<file path="src/rtl/fifo_beat_packer_pkg.sv">
// Shared types and helpers for the FIFO drain / beat packer.
// Holds the state encoding, the thermometer pop-mask builder and an unsigned min.
package fifo_beat_packer_pkg;

  typedef enum logic {
    FILL = 1'b0,
    EMIT = 1'b1
  } state_t;

  localparam int unsigned MASK_W = 32;

  function automatic int unsigned umin(input int unsigned a, input int unsigned b);
    return (a < b) ? a : b;
  endfunction

  // Low k bits set, lane 0 first; callers size-cast to their lane count.
  function automatic logic [MASK_W-1:0] therm_mask(input int unsigned k);
    logic [MASK_W-1:0] m;
    m = '0;
    for (int unsigned i = 0; i < MASK_W; i++) begin
      if (i < k) m[i] = 1'b1;
    end
    return m;
  endfunction

endpackage

</file>
<file path="src/rtl/fifo_beat_packer_if.sv">
// FIFO-side and consumer-side signals of the beat packer.
// The packer takes the master modport; the FIFO/consumer environment takes slave.
interface fifo_beat_packer_if
  import fifo_beat_packer_pkg::*;
#(
  parameter int DATA_WIDTH   = 4,
  parameter int NUM_RD       = 2,
  parameter int CNT_WIDTH    = 4,
  parameter int BEAT_ENTRIES = 4,
  parameter int FILL_W       = $clog2(BEAT_ENTRIES + 1)
);
  logic [CNT_WIDTH-1:0]                      i_fifo_cnt;
  logic [NUM_RD-1:0][DATA_WIDTH-1:0]         i_fifo_data;
  logic [NUM_RD-1:0]                         o_fifo_pop;
  logic                                      i_flush;
  logic                                      o_beat_valid;
  logic                                      i_beat_ready;
  logic [BEAT_ENTRIES-1:0][DATA_WIDTH-1:0]   o_beat_data;
  logic [FILL_W-1:0]                         o_beat_num;
  logic                                      o_busy;

  modport master (
    input  i_fifo_cnt, i_fifo_data, i_flush, i_beat_ready,
    output o_fifo_pop, o_beat_valid, o_beat_data, o_beat_num, o_busy
  );

  modport slave (
    output i_fifo_cnt, i_fifo_data, i_flush, i_beat_ready,
    input  o_fifo_pop, o_beat_valid, o_beat_data, o_beat_num, o_busy
  );
endinterface

</file>
<file path="src/rtl/fifo_beat_packer_idle_timer.sv">
// Saturating idle counter for the beat packer; flags the cycle on which a
// partial accumulator has been idle long enough to force an emit.
module beat_idle_timer
  import fifo_beat_packer_pkg::*;
#(
  parameter int TIMEOUT = 16
) (
  input  logic i_clk,
  input  logic i_reset,
  input  logic i_clear,
  input  logic i_enable,
  output logic o_timeout_hit
);
  localparam int IDLE_W = $clog2(TIMEOUT + 1);

  logic [IDLE_W-1:0] r_idle;

  always_ff @(posedge i_clk) begin
    if (i_reset || i_clear) begin
      r_idle <= '0;
    end else if (i_enable && (r_idle != IDLE_W'(TIMEOUT))) begin
      r_idle <= r_idle + 1'b1;
    end
  end

  // Fires one cycle early so the EMIT transition lands on the TIMEOUT-th idle edge.
  assign o_timeout_hit = i_enable && (r_idle == IDLE_W'(TIMEOUT - 1));

endmodule

</file>
<file path="src/rtl/fifo_beat_packer.sv">
// Drains up to NUM_RD FIFO head entries per cycle into a BEAT_ENTRIES-wide
// accumulator and hands out full or partial (timeout/flush) beats.
module fifo_beat_packer
  import fifo_beat_packer_pkg::*;
#(
  parameter int DATA_WIDTH   = 4,
  parameter int NUM_RD       = 2,
  parameter int CNT_WIDTH    = 4,
  parameter int BEAT_ENTRIES = 4,
  parameter int TIMEOUT      = 16,
  parameter int FILL_W       = $clog2(BEAT_ENTRIES + 1)
) (
  input  logic               i_clk,
  input  logic               i_reset,
  fifo_beat_packer_if.master bus
);
  localparam int CMP_W = ((CNT_WIDTH > FILL_W) ? CNT_WIDTH : FILL_W) + 1;

  state_t                                  r_state;
  state_t                                  w_state_nxt;
  logic [FILL_W-1:0]                       r_fill;
  logic [BEAT_ENTRIES-1:0][DATA_WIDTH-1:0] r_acc;
  logic [CMP_W-1:0]                        w_space;
  logic [CMP_W-1:0]                        w_k;
  logic [CMP_W-1:0]                        w_fill_sum;
  logic                                    w_flush_act;
  logic                                    w_idle_clr;
  logic                                    w_timeout_hit;

  always_comb begin
    w_space     = CMP_W'(BEAT_ENTRIES) - CMP_W'(r_fill);
    w_flush_act = (r_state == FILL) && bus.i_flush && (r_fill != '0);
    if (i_reset || (r_state != FILL) || w_flush_act) begin
      w_k = '0;
    end else begin
      w_k = CMP_W'(umin(umin(NUM_RD, 32'(bus.i_fifo_cnt)), 32'(w_space)));
    end
    w_fill_sum     = CMP_W'(r_fill) + w_k;
    bus.o_fifo_pop = NUM_RD'(therm_mask(32'(w_k)));
    w_idle_clr     = (r_state != FILL) || (w_k != '0) || (r_fill == '0);

    w_state_nxt = r_state;
    case (r_state)
      FILL: begin
        if (w_flush_act || (w_fill_sum == CMP_W'(BEAT_ENTRIES)) || w_timeout_hit) begin
          w_state_nxt = EMIT;
        end
      end
      EMIT: begin
        if (bus.i_beat_ready) w_state_nxt = FILL;
      end
      default: w_state_nxt = FILL;
    endcase
  end

  always_ff @(posedge i_clk) begin
    if (i_reset) r_state <= FILL;
    else         r_state <= w_state_nxt;
  end

  beat_idle_timer #(
    .TIMEOUT (TIMEOUT)
  ) u_idle_timer (
    .i_clk         (i_clk),
    .i_reset       (i_reset),
    .i_clear       (w_idle_clr),
    .i_enable      (!w_idle_clr),
    .o_timeout_hit (w_timeout_hit)
  );

  // Accumulator: lane fill+j takes head entry j for every popped lane.
  always_ff @(posedge i_clk) begin
    if (i_reset || ((r_state == EMIT) && bus.i_beat_ready)) begin
      r_fill <= '0;
      r_acc  <= '0;
    end else if (r_state == FILL) begin
      r_fill <= FILL_W'(w_fill_sum);
      for (int e = 0; e < BEAT_ENTRIES; e++) begin
        for (int j = 0; j < NUM_RD; j++) begin
          if ((CMP_W'(j) < w_k) && ((CMP_W'(r_fill) + CMP_W'(j)) == CMP_W'(e))) begin
            r_acc[e] <= bus.i_fifo_data[j];
          end
        end
      end
    end
  end

  assign bus.o_beat_valid = (r_state == EMIT);
  assign bus.o_beat_data  = r_acc;
  assign bus.o_beat_num   = r_fill;
  assign bus.o_busy       = (r_fill != '0) || (r_state == EMIT);

endmodule

</file>
<file path="src/flat_wrapper.sv">
// flat-port wrapper written by rule: the top's interface ports become plain ports
module fifo_beat_packer_flat import fifo_beat_packer_pkg::*;
#(
  parameter int DATA_WIDTH   = 4,
  parameter int NUM_RD       = 2,
  parameter int CNT_WIDTH    = 4,
  parameter int BEAT_ENTRIES = 4,
  parameter int TIMEOUT      = 16,
  parameter int FILL_W       = $clog2(BEAT_ENTRIES + 1)
)
  (i_clk, i_reset, bus_i_fifo_cnt, bus_i_fifo_data, bus_i_flush, bus_i_beat_ready, bus_o_fifo_pop, bus_o_beat_valid, bus_o_beat_data, bus_o_beat_num, bus_o_busy);
  fifo_beat_packer_if #(.DATA_WIDTH(DATA_WIDTH), .NUM_RD(NUM_RD), .CNT_WIDTH(CNT_WIDTH), .BEAT_ENTRIES(BEAT_ENTRIES), .FILL_W(FILL_W)) bus_i ();
  input  logic i_clk;
  input  logic i_reset;
  input wire logic [$bits(bus_i.i_fifo_cnt)-1:0] bus_i_fifo_cnt;
  input wire logic [$bits(bus_i.i_fifo_data)-1:0] bus_i_fifo_data;
  input wire logic [$bits(bus_i.i_flush)-1:0] bus_i_flush;
  input wire logic [$bits(bus_i.i_beat_ready)-1:0] bus_i_beat_ready;
  output wire logic [$bits(bus_i.o_fifo_pop)-1:0] bus_o_fifo_pop;
  output wire logic [$bits(bus_i.o_beat_valid)-1:0] bus_o_beat_valid;
  output wire logic [$bits(bus_i.o_beat_data)-1:0] bus_o_beat_data;
  output wire logic [$bits(bus_i.o_beat_num)-1:0] bus_o_beat_num;
  output wire logic [$bits(bus_i.o_busy)-1:0] bus_o_busy;
  assign bus_i.i_fifo_cnt = bus_i_fifo_cnt;
  assign bus_i.i_fifo_data = bus_i_fifo_data;
  assign bus_i.i_flush = bus_i_flush;
  assign bus_i.i_beat_ready = bus_i_beat_ready;
  assign bus_o_fifo_pop = bus_i.o_fifo_pop;
  assign bus_o_beat_valid = bus_i.o_beat_valid;
  assign bus_o_beat_data = bus_i.o_beat_data;
  assign bus_o_beat_num = bus_i.o_beat_num;
  assign bus_o_busy = bus_i.o_busy;
  fifo_beat_packer #(.DATA_WIDTH(DATA_WIDTH), .NUM_RD(NUM_RD), .CNT_WIDTH(CNT_WIDTH), .BEAT_ENTRIES(BEAT_ENTRIES), .TIMEOUT(TIMEOUT), .FILL_W(FILL_W)) u_core (.i_clk(i_clk), .i_reset(i_reset), .bus(bus_i));
endmodule
</file>
<file path="config.mk">
export PLATFORM = sky130hd
export DESIGN_NAME = fifo_beat_packer_flat
export DESIGN_NICKNAME = d
export VERILOG_FILES = /design/src/rtl/fifo_beat_packer_pkg.sv /design/src/rtl/fifo_beat_packer_if.sv /design/src/rtl/fifo_beat_packer_idle_timer.sv /design/src/rtl/fifo_beat_packer.sv /design/src/flat_wrapper.sv
export SDC_FILE = /design/constraint.sdc
export NUM_CORES = 1
export LEC_CHECK = 0
export ABC_CLOCK_PERIOD_IN_PS = 5350
export CELL_PAD_IN_SITES_DETAIL_PLACEMENT = 1
export CELL_PAD_IN_SITES_GLOBAL_PLACEMENT = 2
export CORE_ASPECT_RATIO = 0.7
export CORE_UTILIZATION = 30
export CTS_CLUSTER_DIAMETER = 30
export CTS_CLUSTER_SIZE = 20
export DETAILED_ROUTE_END_ITERATION = 7
export PLACE_DENSITY_LB_ADDON = 0.1
export SYNTH_ARGS = -nofsm -noshare
export SYNTH_HDL_FRONTEND = slang
export SYNTH_SLANG_ARGS = --single-unit
</file>
<file path="constraint.sdc">
create_clock -name i_clk -period 5.35 [get_ports i_clk]
set_clock_uncertainty 0.15 [all_clocks]
set_input_delay 1.07 -clock i_clk [delete_from_list [all_inputs] [get_ports i_clk]]
set_output_delay 1.07 -clock i_clk [all_outputs]
set_load 0.005 [all_outputs]
</file>
==> results by stage, run 1 <==
Yosys:
- In this run, synthesis inferred 0 flip-flops with an integrated enable.
- Sorting the synthesized cells by area gives the leading types as sky130_fd_sc_hd__dfxtp_1 27%, sky130_fd_sc_hd__ha_1 12%, sky130_fd_sc_hd__a2111oi_0 7.4%, sky130_fd_sc_hd__a311oi_1 7.4%, sky130_fd_sc_hd__or3b_1 7.4%.
- In this run the mean area of a mapped cell was just under 9 um2.
- The share of flip-flops with an asynchronous set or reset is 0.
- The top cell type by total area after synthesis is sky130_fd_sc_hd__dfxtp_1.
- The number of different library cells used by synthesis comes to 42.
- The most used flip-flop cell after synthesis is sky130_fd_sc_hd__dfxtp_1.
- The area share of the largest cell type after synthesis is 0.2653.
- Synthesis produced about 210 cells.
- The total standard cell area after synthesis is around 1900 um2.
- The count of yosys warnings during synthesis is 0.
- The flip-flop and latch count after synthesis is 25.
- The cell with the most instances after synthesis is sky130_fd_sc_hd__dfxtp_1.
- The commonest cells after synthesis are 25 x sky130_fd_sc_hd__dfxtp_1, 19 x sky130_fd_sc_hd__o21ai_0, 18 x sky130_fd_sc_hd__ha_1.
- Of the synthesized area, sequential elements account for 0.2653.

Timing:
- Final hold analysis gives a worst-case slack of 371.3 ps.
- Dividing the final minimum period by the clock period gives 0.9465.
- Setup repair after global routing left no endpoint under its margin.
- At the pin with the least slew margin, the transition time is 718.5 ps.
- Based on the critical path, the design can be clocked at up to 197.5 MHz.
- The post-route minimum period is 5064 ps.
- The summed negative setup slack over all endpoints is 0 ps.
- Setup violations remaining at the end of the flow were counted as 0.
- The total count of hold-check failures in the final report was 0.
- The final number of max-transition violations was 0.
- In this run the tightest slew margin relative to its limit is 0.5210.

Worst hold path:
- The tightest min-delay check is of the reg -> reg type.
- The worst hold path stage count is 2.
- For hold timing, the worst endpoint is u_core.bus.o_beat_data[10]$_SDFFE_PP0P_.
- The startpoint identified for the worst hold timing path is u_core.bus.o_beat_data[10]$_SDFFE_PP0P_.

Pwr:
- For this design the ratio of total power to cell area is around 430 nW/um2.
- Of the total power, registers draw 0.266.
- Summed over all cells, the static leakage comes to about 0.0008 uW.
- The switching fraction of total power is 0.4485.
- The post-route total power is ~1000 uW.
- The highest ir drop seen on vdd is ~0.13 mV.
- The share of total power in combinational logic is 0.616.
- The share of total power dissipated in the clock network is 0.117.
- The internal power contribution is between 500 and 600 uW.
- The analysis attributes to net switching a power of 458.5 uW.

Finish:
- Relative to the synthesized area, the layout overhead comes to 25.46%.
- The share of post-route cells with drive strength above 1 is 0.05242.
- The antenna diode count is 0.
- The net count of the finished layout is between 200 and 300.

Clock tree:
- Clock tree synthesis found a total of 25 sinks.
- The number of setup buffers added after CTS is 0.
- Counting the buffers created by CTS gives 3.
- The root cell of the clock tree is sky130_fd_sc_hd__clkbuf_8.
- The later-pin clock latency in the skew report is 280 ps.
- Post-CTS repair changed the size of 0 cells.
- The quantity of hold-fixing buffers added after cts is 0.
- TritonCTS built the clock tree.
- CTS built an H-tree with a depth of 1.
- The clock passes through at most 2 buffers.
- Clock-pin slew was measured on the worst setup and hold paths at ~90 ps.

Worst setup path:
- The type of element capturing the critical path is an output pin.
- The source of the worst register-to-register timing path is u_core.bus.o_beat_num[0]$_SDFFE_PP0N_.
- The number of cells on the worst reg-to-reg path is 16.
- The worst register-to-register path ends at u_core.bus.o_beat_valid$_SDFF_PP0_.
- The critical path is of the in -> out type.
- The largest fanout on the critical path is 21.
- The kind of start point of the critical path is an input port.
- Setup slack on the worst reg-to-reg path comes out at slightly above 800 ps.
- Data on the critical path is required at its endpoint by 4130 ps.
- The arrival time reported for the critical path endpoint is 3840 ps.

Floorplanning:
- The initial utilization of the core area, before any placement, comes to 0.3198.
- The floorplan has 23 rows.
- The die is 68.35 um tall.
- The overall die width is 96.79 um.
- The region available for standard cell placement spans 5899 um2.
- The die area is ~6600 um2.
- The number of primary I/O pins is 39.

Routing:
- The via count of the routed design is ~1800.
- The violation count after the first detailed-route iteration is 85.
- The routed wirelength normalized by instance count is roughly 17 um.
- After detailed routing, the number of vias per cell comes to approximately 5.5.
- The count of nets left with antenna violations once routing finished came out at 0.
- The detailed-router iteration count before antenna repair is 4.
- The final wirelength is 5502 um.
- The DRC violations left is 0.

Global routing:
- Entering global routing, the biggest net connects 31 pins.
- The aggregate global routing overflow is 0.
- The number of global-route vias before repair is between 1500 and 2000.
- The number of antenna violations at the first check in global routing was 0.
- In the global route stage, overall resource usage came out at 0.1675.
- The first global-routing pass estimated 8873 um of wire.

Placement:
- The count of buffers inserted at the top-level ports is 38.
- The placer congestion estimate is between 0.7 and 0.8.
- The post-detailed-placement half-perimeter wirelength is between 4000 and 5000 um.

Job:
- The tool flagged a number of max-cap violations equal to 0.

Run status:
- The flow ran to the end, and the final reports show no timing, DRC or antenna violations.
power groups by stage:
stage          Sequential [uW]  Clock, uW  Combinational (uW)
2_1_floorplan              267          0                 391
3_3_place_gp               277          0                 622
3_5_place_dp               277          0                 624
4_1_cts                    273        124                 629
5_1_grt                    278        129                 698
6_report                   272        120                 630
cells by family (layout without fill, tap and decap cells):
kind of cell | Yosys count | after routing | share of synthesized area
AOI/OAI and AO/OA | 75 | 75 | 0.2991
muxes | 5 | 5 | 0.02785
xor gates and xnor gates | 3 | 3 | 0.01393
and+or+nand+nor | 59 | 59 | 0.1956
DFF | 25 | 25 | 0.2653
other | 1 | 3 | 0.001987
adders and majority gates | 19 | 19 | 0.1300
buffers and inverters | 27 | 59 | 0.06631
registers in the layout, indices dropped and copies added, names as in the netlist:
signal / flops
u_core.bus.o_beat_data: 16
u_core.u_idle_timer.r_idle: 5
u_core.bus.o_beat_num: 3
u_core.bus.o_beat_valid: 1
cell usage in the layout, fill, tap and decap left out, types with 2 or more instances in the layout:
master and n:
sky130_fd_sc_hd__nor2_1 16, sky130_fd_sc_hd__xnor2_1 2, sky130_fd_sc_hd__mux2_2 2, sky130_fd_sc_hd__a21o_1 4, sky130_fd_sc_hd__or3b_1 16, sky130_fd_sc_hd__inv_1 14, sky130_fd_sc_hd__o21ai_0 19, sky130_fd_sc_hd__nand4_1 2
sky130_fd_sc_hd__and3_1 3, sky130_fd_sc_hd__dfxtp_1 25, sky130_fd_sc_hd__ha_1 18, sky130_fd_sc_hd__a2111oi_0 16, sky130_fd_sc_hd__a211o_1 6, sky130_fd_sc_hd__conb_1 3, sky130_fd_sc_hd__a311oi_1 16, sky130_fd_sc_hd__nor3_1 2
sky130_fd_sc_hd__buf_4 3, sky130_fd_sc_hd__nand2_1 4, sky130_fd_sc_hd__nand3_1 5, sky130_fd_sc_hd__clkbuf_8 3, sky130_fd_sc_hd__clkdlybuf4s50_1 38, sky130_fd_sc_hd__a2111o_1 2, sky130_fd_sc_hd__a21oi_1 5, sky130_fd_sc_hd__mux2i_1 3
sky130_fd_sc_hd__a211oi_1 2, sky130_fd_sc_hd__nor2b_1 2
area by class of cell:
type                            instances  area, um2
Clock buffer                            3      41.29
Multi-Input combinational cell        164       1269
Inverter                               14      52.55
Sequential cell                        25      500.5
Clock inverter                          1      7.507
Tap cell                               75      93.84
Fill cell                             687       3532
Timing Repair Buffer                   41      402.9
worst max-delay path: stages:
cell and delay, ps:
sky130_fd_sc_hd__clkdlybuf4s50_1 430, sky130_fd_sc_hd__or3_1 420, sky130_fd_sc_hd__ha_1 210, sky130_fd_sc_hd__and3b_1 170, sky130_fd_sc_hd__o31ai_1 510, sky130_fd_sc_hd__a21bo_2 460
sky130_fd_sc_hd__a21oi_1 130, sky130_fd_sc_hd__clkdlybuf4s50_1 460
stage by stage:
stage          cell area (um2)  instances  setup slack [ps]    util
4_1_cts                   2367        323             278.0  0.4013
3_3_place_gp              2318        319             364.5  0.3930
2_1_floorplan             1894        216              1128       -
6_report                  2367        323             286.1  0.4013
3_5_place_dp              2318        319             273.1  0.3930
5_1_grt                   2367        323             64.26  0.4013
routing by layer:
metal | share of wire | track usage
met5 | 0 | 0
met4 | 0.0025 | 0.01119
met3 | 0.030 | 0.03269
met2 | 0.37 | 0.2394
met1 | 0.59 | 0.2628
how the worst max path moves through the flow:
| stage | start | endpoint | cells past startpoint |
|---|---|---|---|
| 3_3_place_gp | bus_i_fifo_cnt[3] | bus_o_fifo_pop[1] | 8 |
| 2_1_floorplan | bus_i_fifo_cnt[3] | u_core.bus.o_beat_valid$_SDFF_PP0_ | 14 |
| 5_1_grt | bus_i_fifo_cnt[3] | bus_o_fifo_pop[1] | 8 |
| 3_5_place_dp | bus_i_fifo_cnt[3] | bus_o_fifo_pop[1] | 8 |
| 6_report | bus_i_fifo_cnt[3] | bus_o_fifo_pop[1] | 8 |
| 4_1_cts | bus_i_fifo_cnt[3] | bus_o_fifo_pop[1] | 8 |
No activity file was read; power rests on OpenSTA's default activity.
==> run 2: changes to the inputs <==
--- a/config.mk
+++ b/config.mk
@@ -11,7 +11,7 @@
 export CORE_ASPECT_RATIO = 0.7
 export CORE_UTILIZATION = 30
 export CTS_CLUSTER_DIAMETER = 30
-export CTS_CLUSTER_SIZE = 20
+export CTS_CLUSTER_SIZE = 25
 export DETAILED_ROUTE_END_ITERATION = 7
 export PLACE_DENSITY_LB_ADDON = 0.1
 export SYNTH_ARGS = -nofsm -noshare
==> results of run 2 <==
Final layout, timing and power as in run 1 (identical DEF).
